$ cat config.mk
export PLATFORM = sky130hd
export DESIGN_NAME = edge_event_detector
export DESIGN_NICKNAME = d
export VERILOG_FILES = /design/src/rtl/edge_event_detector.sv
export SDC_FILE = /design/constraint.sdc
export NUM_CORES = 1
export LEC_CHECK = 0
export CORE_MARGIN = 2
export CORE_UTILIZATION = 63
export DETAILED_ROUTE_END_ITERATION = 10
export DONT_BUFFER_PORTS = 1
export PLACE_DENSITY = 0.79
export REMOVE_ABC_BUFFERS = 1
export SLEW_MARGIN = 25
export SYNTH_ARGS = -nofsm -noshare
export SYNTH_HDL_FRONTEND = slang
export SYNTH_SLANG_ARGS = --single-unit
$ cat constraint.sdc
create_clock -name clk_i -period 2.2 [get_ports clk_i]
set_input_delay 0.33 -clock clk_i [delete_from_list [all_inputs] [get_ports clk_i]]
set_output_delay 0.33 -clock clk_i [all_outputs]
set_load 0.1 [all_outputs]
$ cat src/rtl/edge_event_detector.sv
// Multi-channel synchronised, glitch-filtered edge detector with sticky event flags.
// Optional interrupt output enabled by defining EDGE_DET_IRQ_EN.
module edge_event_detector #(
    parameter int N_CH          = 4,
    parameter int SYNC_STAGES   = 2,
    parameter int FILTER_CYCLES = 4,
    parameter bit RESET_LEVEL   = 1'b0
) (
    input  logic              clk_i,
    input  logic              rst_i,
    input  logic [N_CH-1:0]   edge_i,
    input  logic [2*N_CH-1:0] mode_i,
    input  logic [N_CH-1:0]   clr_i,
    output logic [N_CH-1:0]   level_o,
    output logic [N_CH-1:0]   pulse_o,
    output logic [N_CH-1:0]   event_o
`ifdef EDGE_DET_IRQ_EN
    ,
    input  logic [N_CH-1:0]   irq_mask_i,
    output logic              irq_o
`endif
);

    localparam int              CNT_W    = $clog2(FILTER_CYCLES + 1);
    localparam logic [CNT_W-1:0] CNT_LAST = CNT_W'(FILTER_CYCLES - 1);

    genvar c;
    generate
        for (c = 0; c < N_CH; c++) begin : g_ch
            logic [SYNC_STAGES-1:0] sync_q;
            logic [CNT_W-1:0]       cnt_q;
            logic                   level_q;
            logic                   pulse_q;
            logic                   event_q;
            logic                   s;
            logic                   rise_en;
            logic                   fall_en;

            assign s       = sync_q[SYNC_STAGES-1];
            assign rise_en = mode_i[2*c];
            assign fall_en = mode_i[2*c+1];

            always_ff @(posedge clk_i or posedge rst_i) begin
                if (rst_i) begin
                    sync_q  <= {SYNC_STAGES{RESET_LEVEL}};
                    cnt_q   <= '0;
                    level_q <= RESET_LEVEL;
                    pulse_q <= 1'b0;
                    event_q <= 1'b0;
                end else begin
                    sync_q  <= {sync_q[SYNC_STAGES-2:0], edge_i[c]};
                    pulse_q <= 1'b0;
                    // Any sample matching the accepted level restarts the stability count.
                    if (s == level_q) begin
                        cnt_q <= '0;
                    end else if (cnt_q == CNT_LAST) begin
                        level_q <= s;
                        cnt_q   <= '0;
                        pulse_q <= s ? rise_en : fall_en;
                    end else begin
                        cnt_q <= cnt_q + 1'b1;
                    end
                    // A pulse arriving while clear is held still sets the flag.
                    event_q <= pulse_q | (event_q & ~clr_i[c]);
                end
            end

            assign level_o[c] = level_q;
            assign pulse_o[c] = pulse_q;
            assign event_o[c] = event_q;
        end
    endgenerate

`ifdef EDGE_DET_IRQ_EN
    always_ff @(posedge clk_i or posedge rst_i) begin
        if (rst_i) begin
            irq_o <= 1'b0;
        end else begin
            irq_o <= |(event_o & irq_mask_i);
        end
    end
`else
    // No interrupt aggregation in this build.
`endif

endmodule
# Word-level counts from Yosys, hierarchy flattened

Index checks and enable logic that the tools add are counted.

Bits in latches: 0
Memory bits (writable): 0
Input port bits: 18
Logic and storage cells: 72
Output and inout bits: 12
Register bits after elaboration: 32
Bits in read-only memories: 0
Memories kept: 0

Equality and inequality tests: 8
Divide/modulo/power cells: 0
Muxes and demuxes: 20
Add/sub/neg operators: 4
Shift operators: 0
$mul: 0
Reduce and logical (&&, ||, !) cells: 4
Bitwise operators: 16
Order comparisons: 0

Operator list:

| kind                                                                   | count |
|---|---|
| 3-bit two-way mux                                                      | 8 |
| 3-bit by 1-bit adder with 3-bit output (second input constant)         | 4 |
| 3-bit by 2-bit equality test with 1-bit output (second input constant) | 4 |
| 1-bit two-way mux                                                      | 12 |
| 1-bit NOT                                                              | 8 |
| 2-bit AND reduction                                                    | 4 |
| 1-bit bitwise AND                                                      | 4 |
| 1-bit equality test                                                    | 4 |
| 1-bit bitwise OR                                                       | 4 |

# Depth between registers and ports, before layout

Gate-level depths: netlist (run 1).

Word-level depth: 3
Mapped depth: 3
Depth with buffers taken out: 3

# Least setup slack after synthesis (run 1)

No wires, ideal clock.

Path type: register to register
Start: register g_ch[0].cnt_q[0]
End: register g_ch[0].level_q
Path slack: 1.114 ns
Cell stages (with the launch flop): 4
Period minus slack after synthesis: 1.086 ns
Path buffers: 0
Library setup time: 0.125 ns
Data required time: 2.075 ns
Data arrival time: 0.962 ns
Cells stage by stage: dfrtp_1 -> ha_1 -> nor2b_4 -> mux2_2

Longest elaborated chain between the ends: 2

Ends and longest elaborated chain:

| item                                           | RTL line | source |
|---|---|---|
| start, declared                                | 31       | `logic [CNT_W-1:0] cnt_q;` |
| start signal, assigned                         | 61       | `cnt_q <= cnt_q + 1'b1;` |
| 3-bit by 2-bit equality test with 1-bit output | 56       | `end else if (cnt_q == CNT_LAST) begin` |
| 2-bit AND reduction (no source line)           | n/a      |  |
| end signal, assigned                           | 57       | `level_q <= s;` |
| end, declared                                  | 32       | `logic level_q;` |

Every way passes these cells.
A chain may end at the register's enable or synchronous reset.

# Worst setup path in the final report (run 1)

Start: register g_ch[2].pulse_q
End: output port pulse_o[2]

RTL lines:

| item                   | RTL line | source |
|---|---|---|
| start, declared        | 33       | `logic pulse_q;` |
| start signal, assigned | 59       | `pulse_q <= s ? rise_en : fall_en;` |
| end, declared          | 15       | `output logic [N_CH-1:0] pulse_o,` |

No word-level cell between the ends.

==> results of run 1 <==
[per-layer routing]
layer | part of all wire | track usage | vias to the layer above
met3 | 0.075 | 0.09202 | 2
met4 | 0.0076 | 0.1000 | 0
met1 | 0.41 | 0.1920 | 326
met5 | 0 | 0 | -
met2 | 0.50 | 0.2590 | 28
li1 | - | - | 316
[power breakdown]
group,internal (W),leakage (nW),switching (W)
Clock,0.000158,0.0326,0.000176
Sequential,0.000703,0.411,0.0000846
Combinational,0.000227,0.249,0.000504
[cells in the mapped netlist]
cell type / number
a21boi_0: 4
a21o_1: 4
buf_4: 12
dfrtp_1: 32
ha_1: 4
inv_1: 5
mux2_2: 4
nand3b_1: 8
nor2b_1: 2
nor2b_4: 4
nor3_1: 4
nor3b_1: 6
xnor2_1: 4
[final cells by class]
type                       count  area (um^2)  area share
inverter                       5        18.77     0.01329
clock buffer                   8        58.81     0.04163
tap                           27        33.78     0.02392
sequential                    32        800.8      0.5669
multi-input combinational     44        382.9      0.2710
timing repair buffer          14        117.6     0.08326
[stage by stage]
| step | area (um^2) | std cells | power, W | setup slack (ps) |
|---|---|---|---|---|
| 2_1_floorplan | 1202 | 81 | 0.001392 | 738.7 |
| 3_3_place_gp | 1304 | 117 | 0.001509 | 963.1 |
| 3_5_place_dp | 1304 | 117 | 0.001528 | 947.2 |
| 4_1_cts | 1373 | 126 | 0.001872 | 578.0 |
| 5_1_grt | 1413 | 130 | 0.001957 | 550.4 |
| 6_report | 1413 | 130 | 0.001852 | 602.7 |
[cells by family after synthesis]
family | count (synthesis) | share of synthesized area
flip-flops | 32 | 0.6196
AND/OR/NAND/NOR | 24 | 0.1491
buffers and inverters | 17 | 0.08423
AO/OA/AOI/OAI | 8 | 0.04647
XOR/XNOR | 4 | 0.02710
multiplexers | 4 | 0.03485
adder cells (fa/ha/maj) | 4 | 0.03872
[state kept, by name (all words and copies together) (netlist names)]
register      cells
g_ch.cnt_q       12
g_ch.event_q      4
g_ch.level_q      4
g_ch.pulse_q      4
g_ch.sync_q       8
[worst paths after layout]
path,cells past startpoint,start,slack [ps],endpoint
max reg2reg,1,g_ch[0].pulse_q,1030,g_ch[0].event_q
min reg2reg,0,g_ch[0].sync_q[0],360,g_ch[0].sync_q[1]
min in group asynchronous,3,rst_i,530,g_ch[3].sync_q[0]
max,0,g_ch[2].pulse_q,600,pulse_o[2]
min,2,clr_i[3],170,g_ch[3].event_q
max in group asynchronous,3,rst_i,1390,g_ch[2].pulse_q
==> results.sh, run 1 <==
export IMPL_core_area_um2=1942
export IMPL_cts_buffers_inserted=5
export IMPL_cts_hold_fix_buffers=1
export IMPL_critPathArrivalTime_ps=1270
export IMPL_wire_per_inst_um=13.17
export IMPL_grt_overflow_total=0
export IMPL_hold_viol=0
export IMPL_fin_crit_ps=1597
export IMPL_fillers=135
export IMPL_syn_inst=93
export IMPL_cts_root_buf="clkbuf_4"
export IMPL_hpwl_um=1195
export IMPL_cts_max_level=2
export IMPL_cts_sinks=32
export IMPL_cts_setup_buffers=0
export IMPL_worst_pin_slew_ps=911.4
export IMPL_finalSetupViolCount=0
export IMPL_ctsResizeCount=0
export IMPL_clk_path_buf_depth=2
export IMPL_clk_pin_slew_ps=90
export IMPL_post_route_util=0.7274
export IMPL_wirelength_um=1712
export IMPL_clock_fmax_mhz=626.1
export IMPL_die_width_um=49.30
export IMPL_power_leakage_nw=0.6933
export IMPL_critPathLaunchType="register"
export IMPL_ys_seq_area_frac=0.6196
export IMPL_synth_top_cell_by_area="dfrtp_1"
export IMPL_n_antenna_cell=0
export IMPL_hold_class="in -> reg"
export IMPL_cts_tree="done"
export IMPL_die_height_um=49.30
export IMPL_outcome="finished, final reports clean"
export IMPL_synth_seq_cells=32
export IMPL_synth_area_per_cell_um2=13.90
export IMPL_finClkSkew_ps=2.697
export IMPL_synth_cell_type_count=13
export IMPL_num_nets_final=124
export IMPL_gp_congestion=0.6270
export IMPL_crit_required_ps=1870
export IMPL_grt_pass1_vias=710
export IMPL_grt_antenna_before_repair=0
export IMPL_crit_type="reg -> out"
export IMPL_synth_top_cell_area_share=0.6196
export IMPL_finalSetupTns_ps=0
export IMPL_irDropWorstVdd_mv=1.328
export IMPL_cp_end_kind="primary output"
export IMPL_worstPathMaxFanout=2
export IMPL_rsz0062_at_grt="false"
export IMPL_drc=0
export IMPL_num_rows=16
export IMPL_holdWs_ps=169.7
export IMPL_initial_core_util=0.6656
export IMPL_area_growth_pct=9.293
export IMPL_via_per_inst=5.169
export IMPL_final_cell_mix="32 x dfrtp_1, 9 x buf_4, 8 x nand3b_1"
export IMPL_layout_commonest_cell="dfrtp_1"
export IMPL_die_area_um2=2430
export IMPL_fin_crit_sh=0.7260
export IMPL_vias=672
export IMPL_ant_nets=0
export IMPL_p_per_area_nw_per_um2=1311
export IMPL_cap_violations=0
export IMPL_first_iter_violations=4
export IMPL_syn_area_um2=1292
export IMPL_io_buffers=0
export IMPL_worstSkewPairLatency_ps=320
export IMPL_grt_pass1_wl_um=2939
export IMPL_io_pins=30
export IMPL_dr_pass1_iters=3
export IMPL_synthTopCellsByArea="dfrtp_1 62%, buf_4 7.0%, nand3b_1 4.6%"
export IMPL_slew_violations=0
export IMPL_drive_above_1_share=0.2233
export IMPL_max_slew_margin_rel=0.3924
export IMPL_synth_warnings=0
export IMPL_grt_usage=0.1718
export IMPL_grt_max_degree=33
No activity file was read; power rests on OpenSTA's default activity.
==> run 2: changes to the inputs <==
CORE_UTILIZATION = 54   (was 63)
PLACE_DENSITY = 0.72   (was 0.79)
clock period = 1.35 ns   (was 2.2 ns; I/O delays follow)
==> results.sh, run 2 (synthesized netlist as in run 1, its figures left out) <==
export IMPL_outcome="finished, final reports clean"
export IMPL_max_slew_margin_rel=0.7436
export IMPL_drive_above_1_share=0.2547
export IMPL_grt_pass1_wl_um=3105
export IMPL_crit_slowest_cell="dfrtp_1"
export IMPL_clock_power_share=0.156
export IMPL_p_int_w=0.001716
export IMPL_cpPeakStageDelay_ps=420
export IMPL_cts_sinks=32
export IMPL_final_cell_mix="32 x dfrtp_1, 13 x buf_4, 8 x nand3b_1"
export IMPL_rsz0062_at_grt="false"
export IMPL_slew_violations=0
export IMPL_r2r_start="g_ch[1].cnt_q[0]"
export IMPL_clock_fmax_mhz=800.7
export IMPL_stdcell_count=134
export IMPL_crit_buf_inv=1
export IMPL_first_iter_violations=4
export IMPL_reg2reg_depth=3
export IMPL_fillers=177
export IMPL_irDropWorstVdd_mv=1.632
export IMPL_crit_required_ps=1150
export IMPL_clk_pin_slew_ps=80
export IMPL_drc=0
export IMPL_power_leakage_nw=0.7106
export IMPL_wire_per_inst_um=13.05
export IMPL_path_depth=1
export IMPL_grt_max_degree=33
export IMPL_n_antenna_cell=0
export IMPL_finalSetupTns_ps=0
export IMPL_grt_pass1_vias=758
export IMPL_clk_path_buf_depth=2
export IMPL_finClkSkew_ps=6.078
export IMPL_die_height_um=52.93
export IMPL_cp_top_family="flip-flops"
export IMPL_wirelength_um=1749
export IMPL_hpwl_um=1282
export IMPL_hold_class="in -> reg"
export IMPL_largest_registers="g_ch.cnt_q: 12 flops, g_ch.sync_q: 8 flops"
export IMPL_pwr_share_seq=0.436
export IMPL_cts_max_level=2
export IMPL_grt_antenna_before_repair=0
export IMPL_cap_violations=0
export IMPL_worstSkewPairLatency_ps=310
export IMPL_cts_tree="done"
export IMPL_comb_power_share=0.408
export IMPL_core_area_um2=2233
export IMPL_regToRegSetupSlack_ps=170
export IMPL_worstPathMaxFanout=5
export IMPL_die_area_um2=2801
export IMPL_p_per_area_nw_per_um2=2065
export IMPL_area_growth_pct=10.75
export IMPL_hold_viol=0
export IMPL_num_rows=17
export IMPL_layout_commonest_cell="dfrtp_1"
export IMPL_ant_nets=0
export IMPL_crit_type="reg -> out"
export IMPL_crit_chain="buf_4"
export IMPL_dr_pass1_iters=4
export IMPL_gp_congestion=0.6103
export IMPL_grt_overflow_total=0
export IMPL_fin_crit_sh=0.9251
export IMPL_io_pins=30
export IMPL_initial_core_util=0.5787
export IMPL_fin_crit_ps=1249
export IMPL_finalSetupViolCount=0
export IMPL_cts_root_buf="clkbuf_4"
export IMPL_critPathCapture="level_o[0]"
export IMPL_die_width_um=52.93
export IMPL_dpl_cell_count=122
export IMPL_p_switching_w=0.001240
export IMPL_crit_start="g_ch[0].level_q"
export IMPL_num_nets_final=128
export IMPL_ctsResizeCount=0
export IMPL_critPathLaunchType="register"
export IMPL_via_per_inst=4.985
export IMPL_vias=668
export IMPL_grt_usage=0.1665
export IMPL_registers_top_by_ff_count="g_ch.cnt_q"
export IMPL_worst_pin_slew_ps=384.7
export IMPL_largest_reg_flops=12
export IMPL_critPathArrivalTime_ps=1050
export IMPL_p_sw_frac=0.4194
export IMPL_cp_end_kind="primary output"
export IMPL_worstReg2RegEnd="g_ch[1].level_q"
export IMPL_io_buffers=0
export IMPL_dp_slack_ps=191.8
export IMPL_worst_slack_ps=101.0
export IMPL_cts_buffers_inserted=5
-- run 2: changes by cell type in the layout (fill, tap and decap cells not counted), sizes merged --
cell    delta
buf        +4
clkbuf     -2
clkinv     +1
-- run 2: how the worst min path moves through the flow --
stage | start | end | slack, ps | depth (start not counted)
2_1_floorplan | edge_i[0] | g_ch[0].sync_q[0] | 230 | 0
3_3_place_gp | rst_i | g_ch[0].sync_q[0] | 200 | 2
3_5_place_dp | rst_i | g_ch[0].sync_q[0] | 200 | 2
4_1_cts | mode_i[4] | g_ch[2].pulse_q | 40 | 2
5_1_grt | clr_i[2] | g_ch[2].event_q | 40 | 2
6_report | mode_i[5] | g_ch[2].pulse_q | 50 | 2
-- run 2: timing repair --
| action | in CTS | in global routing |
|---|---|---|
| hold buffers | 5 | 0 |
| hold endpoints to repair | 36 | 0 |
| buffers inserted | 0 | 0 |
-- run 2: area by class of cell --
type	count	area [um^2]	share of cell area
clock buffer	6	41.29	0.02885
clock inverter	1	5.005	0.003497
inverter	5	18.77	0.01311
multi-input combinational	44	382.9	0.2675
sequential	32	800.8	0.5594
tap	28	35.03	0.02448
timing repair buffer	18	147.6	0.1031
-- run 2: power by group through the flow --
stage                     clock network, W  registers (W)  logic (W)
after floorplan                          0        0.00188   0.000390
after global placement                   0        0.00129    0.00118
after detailed placement                 0        0.00131    0.00121
after CTS                         0.000494        0.00129    0.00122
after global routing              0.000540        0.00131    0.00130
final                             0.000462        0.00129    0.00121
-- run 2: stage by stage --
stage / util / power (W) / hold slack (ps) / instance area, um^2
6_report: 0.6409 / 0.002956 / 52.48 / 1431
5_1_grt: 0.6409 / 0.003151 / 41.61 / 1431
4_1_cts: 0.6409 / 0.003004 / 36.92 / 1431
3_5_place_dp: 0.5978 / 0.002516 / 195.9 / 1335
3_3_place_gp: 0.5978 / 0.002467 / 195.3 / 1335
2_1_floorplan: - / 0.002269 / 233.9 / 1202
-- run 2: layer usage --
layer,part of all wire,vias to the layer above,global-route usage
met3,0.054,2,0.08475
li1,-,324,-
met4,0.0080,0,0.06410
met1,0.42,320,0.1834
met5,0,-,0
met2,0.51,22,0.2729
-- run 2: worst reg2reg max path, stage by stage, from the launching register on --
cell and delay (ps):
dfrtp_1 360, ha_1 180, nor2b_4 190, mux2_2 340
